--- src/rtl/of_header_parser_if.sv ---
// rtl/of_header_parser_if.sv - datapath tap and parsed-header bus for of_header_parser
`ifndef OF_HEADER_REG_WIDTH
`define OF_HEADER_REG_WIDTH 236
`endif

interface of_header_parser_if #(
  parameter int DATA_WIDTH = 64,
  parameter int CTRL_WIDTH = 8
);
  logic [DATA_WIDTH-1:0]           in_data;
  logic [CTRL_WIDTH-1:0]           in_ctrl;
  logic                            in_wr;
  logic [`OF_HEADER_REG_WIDTH-1:0] header_bus;
  logic                            headers_valid;
  logic [31:0]                     num_pkts_parsed;

  // master drives the observed datapath and consumes parsed headers
  modport master (
    output in_data, in_ctrl, in_wr,
    input  header_bus, headers_valid, num_pkts_parsed
  );

  // slave is the parser itself
  modport slave (
    input  in_data, in_ctrl, in_wr,
    output header_bus, headers_valid, num_pkts_parsed
  );
endinterface

--- src/rtl/of_header_parser.sv ---
// rtl/of_header_parser.sv - passive OpenFlow header parser; OF_PARSER_VLAN_EN enables 802.1Q tag parsing
`ifndef OF_HEADER_REG_WIDTH
`define OF_HEADER_REG_WIDTH 236
`endif

module of_header_parser #(
  parameter int DATA_WIDTH = 64,
  parameter int CTRL_WIDTH = 8
) (
  input logic               clk,
  input logic               reset,
  of_header_parser_if.slave bus
);

  typedef enum logic [1:0] {IDLE, MOD_HDR, PKT, WAIT_EOP} state_e;

  localparam int BPW    = DATA_WIDTH / 8;   // bytes per datapath word
  localparam int NBYTES = 6 * BPW;          // words 0..5 hold every parsed field
  localparam int HW     = `OF_HEADER_REG_WIDTH;

  state_e        state_q;
  logic [2:0]    wcnt_q;
  logic [7:0]    in_port_q;
  logic [7:0]    buf_q [NBYTES];
  logic [HW-1:0] header_bus_q;
  logic          headers_valid_q;
  logic [31:0]   num_pkts_q;

  logic          ctrl_zero;
  logic          start_pkt;
  logic          cap_pkt;
  logic          hit_eop;
  logic          fire;
  logic [2:0]    cap_idx;
  logic [7:0]    mb_d [NBYTES];

  logic [15:0]   eth_type_d;
  logic [15:0]   dl_type_d;
  logic [11:0]   vlan_d;
  logic [5:0]    l3_d;
  logic          is_ip_d;
  logic          has_tp_d;
  logic [7:0]    proto_d;
  logic [31:0]   nw_src_d;
  logic [31:0]   nw_dst_d;
  logic [15:0]   tp_src_d;
  logic [15:0]   tp_dst_d;

  // classify the current datapath beat against the parser state
  always_comb begin
    ctrl_zero = (bus.in_ctrl == '0);
    start_pkt = ((state_q == IDLE) || (state_q == MOD_HDR)) && bus.in_wr && ctrl_zero;
    cap_pkt   = (state_q == PKT) && bus.in_wr;
    hit_eop   = cap_pkt && !ctrl_zero;
    fire      = cap_pkt && ((wcnt_q == 3'd5) || !ctrl_zero);
    cap_idx   = start_pkt ? 3'd0 : wcnt_q;
  end

  // byte image of the packet so far with the incoming word merged in; a new packet starts from zeros
  always_comb begin
    for (int i = 0; i < NBYTES; i++) begin
      mb_d[i] = start_pkt ? 8'h00 : buf_q[i];
      if ((start_pkt || cap_pkt) && (int'(cap_idx) == i / BPW))
        mb_d[i] = bus.in_data[DATA_WIDTH-1-8*(i%BPW) -: 8];
    end
  end

  // decode flow fields from the merged byte image
  always_comb begin
    eth_type_d = {mb_d[12], mb_d[13]};
`ifdef OF_PARSER_VLAN_EN
    if (eth_type_d == 16'h8100) begin
      vlan_d    = {mb_d[14][3:0], mb_d[15]};
      dl_type_d = {mb_d[16], mb_d[17]};
      l3_d      = 6'd18;
    end else begin
      vlan_d    = 12'hFFF;
      dl_type_d = eth_type_d;
      l3_d      = 6'd14;
    end
`else
    vlan_d    = 12'hFFF;
    dl_type_d = eth_type_d;
    l3_d      = 6'd14;
`endif
    is_ip_d  = (dl_type_d == 16'h0800);
    proto_d  = is_ip_d ? mb_d[l3_d + 6'd9] : 8'h00;
    nw_src_d = is_ip_d ? {mb_d[l3_d + 6'd12], mb_d[l3_d + 6'd13],
                          mb_d[l3_d + 6'd14], mb_d[l3_d + 6'd15]} : 32'h0;
    nw_dst_d = is_ip_d ? {mb_d[l3_d + 6'd16], mb_d[l3_d + 6'd17],
                          mb_d[l3_d + 6'd18], mb_d[l3_d + 6'd19]} : 32'h0;
    // transport ports sit at a fixed offset only when there are no IP options
    has_tp_d = is_ip_d && (mb_d[l3_d][3:0] == 4'd5) &&
               ((proto_d == 8'd6) || (proto_d == 8'd17));
    tp_src_d = has_tp_d ? {mb_d[l3_d + 6'd20], mb_d[l3_d + 6'd21]} : 16'h0;
    tp_dst_d = has_tp_d ? {mb_d[l3_d + 6'd22], mb_d[l3_d + 6'd23]} : 16'h0;
  end

  // hold captured packet bytes between beats; cleared on entry to PKT through mb_d
  always_ff @(posedge clk) begin
    if (reset) begin
      for (int i = 0; i < NBYTES; i++) buf_q[i] <= 8'h00;
    end else if (start_pkt || cap_pkt) begin
      for (int i = 0; i < NBYTES; i++) buf_q[i] <= mb_d[i];
    end
  end

  // parser FSM with registered header bus, valid pulse and packet counter
  always_ff @(posedge clk) begin
    if (reset) begin
      state_q         <= IDLE;
      wcnt_q          <= 3'd0;
      in_port_q       <= 8'h00;
      header_bus_q    <= '0;
      headers_valid_q <= 1'b0;
      num_pkts_q      <= 32'h0;
    end else begin
      headers_valid_q <= 1'b0;
      case (state_q)
        IDLE, MOD_HDR: begin
          if (bus.in_wr) begin
            if (ctrl_zero) begin
              state_q <= PKT;
              wcnt_q  <= 3'd1;
            end else if (bus.in_ctrl == CTRL_WIDTH'(8'hFF)) begin
              in_port_q <= bus.in_data[23:16];
              state_q   <= MOD_HDR;
            end
          end
        end
        PKT: begin
          if (bus.in_wr) begin
            wcnt_q <= wcnt_q + 3'd1;
            if (fire) begin
              headers_valid_q <= 1'b1;
              header_bus_q    <= {in_port_q,
                                  mb_d[0], mb_d[1], mb_d[2], mb_d[3], mb_d[4], mb_d[5],
                                  mb_d[6], mb_d[7], mb_d[8], mb_d[9], mb_d[10], mb_d[11],
                                  vlan_d, dl_type_d, nw_src_d, nw_dst_d, proto_d,
                                  tp_src_d, tp_dst_d};
              num_pkts_q      <= num_pkts_q + 32'd1;
              // the next packet carries its own module header, if any
              in_port_q       <= 8'h00;
              state_q         <= hit_eop ? IDLE : WAIT_EOP;
            end
          end
        end
        WAIT_EOP: begin
          if (bus.in_wr && !ctrl_zero) state_q <= IDLE;
        end
        default: state_q <= IDLE;
      endcase
    end
  end

  assign bus.header_bus      = header_bus_q;
  assign bus.headers_valid   = headers_valid_q;
  assign bus.num_pkts_parsed = num_pkts_q;

endmodule

--- src/flat_wrapper.sv ---
// flat-port wrapper written by rule: the top's interface ports become plain ports
module of_header_parser_flat 
#(
  parameter int DATA_WIDTH = 64,
  parameter int CTRL_WIDTH = 8
)
  (clk, reset, bus_in_data, bus_in_ctrl, bus_in_wr, bus_header_bus, bus_headers_valid, bus_num_pkts_parsed);
  of_header_parser_if #(.DATA_WIDTH(DATA_WIDTH), .CTRL_WIDTH(CTRL_WIDTH)) bus_i ();
  input logic clk;
  input logic reset;
  input wire logic [$bits(bus_i.in_data)-1:0] bus_in_data;
  input wire logic [$bits(bus_i.in_ctrl)-1:0] bus_in_ctrl;
  input wire logic [$bits(bus_i.in_wr)-1:0] bus_in_wr;
  output wire logic [$bits(bus_i.header_bus)-1:0] bus_header_bus;
  output wire logic [$bits(bus_i.headers_valid)-1:0] bus_headers_valid;
  output wire logic [$bits(bus_i.num_pkts_parsed)-1:0] bus_num_pkts_parsed;
  assign bus_i.in_data = bus_in_data;
  assign bus_i.in_ctrl = bus_in_ctrl;
  assign bus_i.in_wr = bus_in_wr;
  assign bus_header_bus = bus_i.header_bus;
  assign bus_headers_valid = bus_i.headers_valid;
  assign bus_num_pkts_parsed = bus_i.num_pkts_parsed;
  of_header_parser #(.DATA_WIDTH(DATA_WIDTH), .CTRL_WIDTH(CTRL_WIDTH)) u_core (.clk(clk), .reset(reset), .bus(bus_i));
endmodule
--- config.mk ---
export PLATFORM = sky130hd
export DESIGN_NAME = of_header_parser_flat
export DESIGN_NICKNAME = d
export VERILOG_FILES = /design/src/rtl/of_header_parser_if.sv /design/src/rtl/of_header_parser.sv /design/src/flat_wrapper.sv
export SDC_FILE = /design/constraint.sdc
export NUM_CORES = 1
export LEC_CHECK = 0
export CORE_MARGIN = 3
export CORE_UTILIZATION = 53
export CTS_CLUSTER_DIAMETER = 150
export CTS_CLUSTER_SIZE = 40
export DETAILED_ROUTE_END_ITERATION = 6
export PLACE_DENSITY = 0.88
export REMOVE_ABC_BUFFERS = 1
export SLEW_MARGIN = 20
export SYNTH_ARGS = -nofsm -noshare
export SYNTH_HDL_FRONTEND = slang
export SYNTH_SLANG_ARGS = --single-unit
--- constraint.sdc ---
create_clock -name clk -period 10.5 [get_ports clk]
set_input_delay 2.1 -clock clk [delete_from_list [all_inputs] [get_ports clk]]
set_output_delay 2.1 -clock clk [all_outputs]
set_load 0.05 [all_outputs]
# --- Word-level counts from Yosys, hierarchy flattened ---
# Memories as Yosys holds them, arrays and structs flattened.
# Index checks and enable logic that the tools add are counted.
word_totals:
  register_bits: 282
  mem_bits_rw: 384
  input_bits: 75
  out_inout_bits: 269
  word_cells: 294
  memories: 1
mem_list:
  columns: ["name", "depth", "width", "read_ports", "rd_ports_with_merged_regs", "write_ports", "line", "source"]
  rows:
  - ["u_core.buf_q", 48, 8, 28, 0, 48, "of_header_parser.sv:24", "logic [7:0] buf_q [NBYTES];"]
classes:
  addsub: 2
  n_eq_ne: 27
  n_mux: 174
  bitwise: 50
  reduce_logical: 34
op_table:
  columns: ["operator", "count"]
  rows:
  - ["2-to-1 mux 8 bit", 150]
  - ["2-to-1 mux 32 bit", 2]
  - ["bitwise OR 1 bit", 48]
  - ["adder 32 x 1 -> 32 bit (second input constant)", 1]
  - ["2-to-1 mux 16 bit", 2]
  - ["== test 16 x 12 -> 1 bit (second input constant)", 1]
  - ["inequality test 2 bit (second input constant)", 8]
  - ["one-hot mux 8 bit (2 select lines)", 1]
  - ["== test 3 bit (second input constant)", 5]
  - ["logical AND 1 bit", 14]
  - ["2-to-1 mux 2 bit", 7]
  - ["2-to-1 mux 3 bit", 4]
  - ["AND reduction 2 bit", 5]
  - ["== test 8 x 3 -> 1 bit (second input constant)", 1]
  - ["== test 8 x 5 -> 1 bit (second input constant)", 1]
  - ["== test 8 bit (second input constant)", 1]
  - ["zero test 8 bit", 1]
  - ["inequality test 2 x 1 -> 1 bit (second input constant)", 4]
  - ["2-to-1 mux 1 bit", 6]
  - ["one-hot mux 2 bit (3 select lines)", 1]
  - ["one-hot mux 3 bit (2 select lines)", 1]
  - ["AND reduction 6 bit", 1]
  - ["AND reduction 5 bit", 1]
  - ["== test 2 bit (second input constant)", 2]
  - ["other kinds (15)", 19]

# --- Logic depth before layout (Yosys ltp) ---
depth:
  depth_word: 14
  ltp_mapped: 10
  mapped_depth_nobuf: 7

# --- Least setup slack after synthesis ---
# No wires, ideal clock.
synth_timing:
  kind: "input-to-reg"
  from: "input port bus_in_ctrl[5]"
  to: "memory u_core.buf_q[0][0] (enable)"
  setup_ns: 0.589
  arrival_time_ns: 8.033
  required_time_ns: 9.911
  path_slack_ns: 1.878
  path_stages: 6
  path_buffers: 2
  cell_sequence: "or4_1 buf_2 nor3_4 nor2_1 buf_2 nand2_1"
synth_rtl:
  columns: ["item", "line", "source"]
  rows:
  - ["start, declared", "flat_wrapper.sv:12", "input wire logic [$bits(bus_i.in_ctrl)-1:0] bus_in_ctrl;"]
  - ["end, declared", "of_header_parser.sv:24", null]

==> summary.txt <==
Power
  • Leak: roughly 7.7 nW
  • Worst vdd ir: roughly 0.10 mV
  • Pwr dens: 129 nW/um^2

Setup path
  • Family with the most delay on the worst path: simple AND/OR/NAND/NOR gates
  • Levels on crit path: 6
  • Critical Path Max Stage Delay: 0.84 ns
  • Setup crit start: bus_in_ctrl[5]
  • Critical-path cell list: clkdlybuf4s50_1 > or4_1 > nor3_4 > nor2_4 > nand2_8 > buf_4
  • Crit Path Max Fanout: 88
  • R2R Setup Slk: ~6.9 ns
  • CP Launch Type: input port
  • Worst EP required: roughly 11 ns
  • Crit end category: flop
  • Critical Setup Path Class: input port to flop
  • FF-to-FF End: u_core.bus.header_bus[72]
  • Worst setup path end: u_core.buf_q[36][2]
  • CP Data Arrival Time: approximately 5.8 ns
  • CP max stage cell: buf_4
  • Worst reg2reg startpoint: u_core.state_q[1]
  • Reg2Reg Depth: 8
  • Buf+Inv Stages, Crit Path: 2

GRT
  • Vias in the first global route: between 10,000 and 15,000
  • GRT Overall Usage: 0.262
  • First-pass GRT wire length: between 80,000 and 90,000 um
  • Initial antenna violation count: 0
  • GR Overflow Total: 0
  • Pin count of the biggest net entering global routing: 103

Layout
  • Non-filler cells, final: 2,450
  • Synthesis-to-finish area growth: 20.4%
  • Layout cell share with drive strength beyond 1: 0.0584
  • Fin nets: roughly 2,000

Synthesis
  • Synth Warn #: 0
  • Count leader, synth: nor2_1
  • Area leader, netlist: edfxtp_1
  • Synthesized area: 19,600 um^2
  • Synth area leaders: edfxtp_1, dfxtp_1, nor2_1, a211oi_1, a22oi_1
  • Post-synth top cells: nor2_1, dfxtp_1, edfxtp_1
  • Post-Synthesis Cells: 1,753
  • Flops & latches, synth: 491
  • Share of the synthesized area in the top cell type: 0.338
  • Synth cell types: 53
  • Top_reg_cell synth: dfxtp_1
  • EDFF count, synth: 220
  • Ys async rst share: 0
  • Seq/Total Area, Yosys: 0.615
  • Synth Area per Inst: between 10 and 15 um^2

Clocking
  • Worst-path clk slew: approximately 0.14 ns
  • Postcts setup bufs: 0
  • CTS Sinks: roughly 500
  • Worst-Skew Late Latency: 0.55 ns
  • CTS H-tree lvls: 1
  • CTS tree: built
  • Worst-case clock buffer depth: 3
  • Hold_buf cts: 0
  • Clock root buffer: clkbuf_16
  • CTS buffer count: 16
  • CTS-repair resized insts: 0

Flow run
  • Max Cap Viol: 0

Floorplanning
  • Die Wd: 198 um
  • Core ar.: ~36,000 um^2
  • Rows: 69
  • Die Area: between 30,000 and 40,000 um^2
  • Die height: 198 um
  • I/O Pins: ~340
  • Initial Utilization: 0.543

Timing
  • Total negative slack: 0 ns
  • Period minus WS final: 5.59 ns
  • Max Freq: 0.179 GHz
  • Endpoints failing setup: 0
  • Final period util: 0.532
  • Setup Skew: between 0.05 and 0.06 ns
  • Slew HR: 0.278
  • Least-Margin Pin Slew: ~1.1 ns
  • Hold Fails Final Rpt: 0
  • RSZ-0062 raised after global routing: false
  • Max-slew violation count: 0

Outcome
  • Status: completed

Route
  • Vias: 15,100
  • WL final: 53,600 um
  • Wire length per cell: around 22 um
  • Via-per-instance ratio: roughly 6
  • First drt pass iteration count: 5
  • Detailed-route DRC error count: 0
  • DR iter-0 viols: 1,709
  • Post-route ant nets: 0

Placement
  • Dpl hpwl: around 34,000 um
  • GPL Wtd Cong: approximately 0.84
  • Port bufs: roughly 340
  • Placed Cells: roughly 2,400

Min path
  • Min-delay src: u_core.in_port_q[0]
  • Hold WC Path Type: flop to flop
## area by class of cell
cell class | instances | area (um^2)
timing repair buffer | 365 | 3620
sequential | 491 | 12000
antenna | 1 | 2.50
clock inverter | 1 | 30.0
inverter | 7 | 26.3
clock buffer | 26 | 459
multi-input combinational | 1098 | 6790
fill | 2687 | 12500
tap | 461 | 577
## registers in the layout, summed over array words and instances (netlist names)
| signal | count |
|---|---|
| u_core.buf_q | 220 |
| u_core.state_q | 2 |
| u_core.bus.header_bus | 225 |
| u_core.bus.num_pkts_parsed | 32 |
| u_core.wcnt_q | 3 |
| u_core.bus.headers_valid | 1 |
| u_core.in_port_q | 8 |
## per-layer routing
metal | track usage | routed length [um] | vias up
li1 | - | - | 6874
met5 | 0 | 0 | -
met3 | 0.0473 | 4630 | 63
met4 | 0.0687 | 1070 | 0
met1 | 0.356 | 21800 | 7423
met2 | 0.437 | 26100 | 756
## placed cells by master (no fill, tap or decap), types with 21 or more instances in the layout
cell type / n
a211oi_1: 111
a21oi_1: 49
a22oi_1: 102
a32o_1: 64
and3_1: 25
buf_4: 21
clkdlybuf4s50_1: 342
dfxtp_1: 271
edfxtp_1: 220
mux2i_1: 65
nand2_1: 118
nor2_1: 333
o21ai_2: 53
## stage by stage
stage                     utilization  hold WS [ns]  setup WS (ns)  power (mW)  area [um^2]
final                           0.654         0.463           4.91        3.05        23500
after global routing            0.654         0.485           4.75        3.14        23500
after global placement          0.639         0.439           4.04        2.21        23000
after floorplan                     -         0.425           1.09        2.14        18800
after CTS                       0.653         0.467           4.92        3.06        23500
after detailed placement        0.639         0.447           4.33        2.21        23000
## power by group
group          switching, mW  internal (mW)
clock                  0.559          0.314
combinational         0.0892         0.0477
sequential            0.0110           2.03
## kinds of logic after synthesis
logic type | Yosys count | synth area share
AND/OR/NAND/NOR | 576 | 0.129
flip-flops | 491 | 0.615
AO/OA/AOI/OAI | 427 | 0.167
buffers and inverters | 164 | 0.0412
multiplexers | 69 | 0.0356
XOR/XNOR | 23 | 0.0103
adder cells (fa/ha/maj) | 3 | 0.00192
## worst min-delay path by stage
stage | endpoint | slack [ns] | cells after the start
final | u_core.bus.header_bus[228] | 0.46 | 2
after global placement | u_core.bus.header_bus[41] | 0.44 | 2
after floorplan | u_core.bus.header_bus[228] | 0.43 | 2
after global routing | u_core.bus.header_bus[81] | 0.48 | 2
after detailed placement | u_core.bus.header_bus[230] | 0.45 | 2
after CTS | u_core.bus.header_bus[232] | 0.47 | 2
## worst min-delay path, delay by kind of cell (launching register included)
family / cells / cell delay, ns
AO/OA/AOI/OAI: 1 / 0.05
flip-flops: 1 / 0.34
AND/OR/NAND/NOR: 1 / 0.05
No activity file was read; power rests on OpenSTA's default activity.
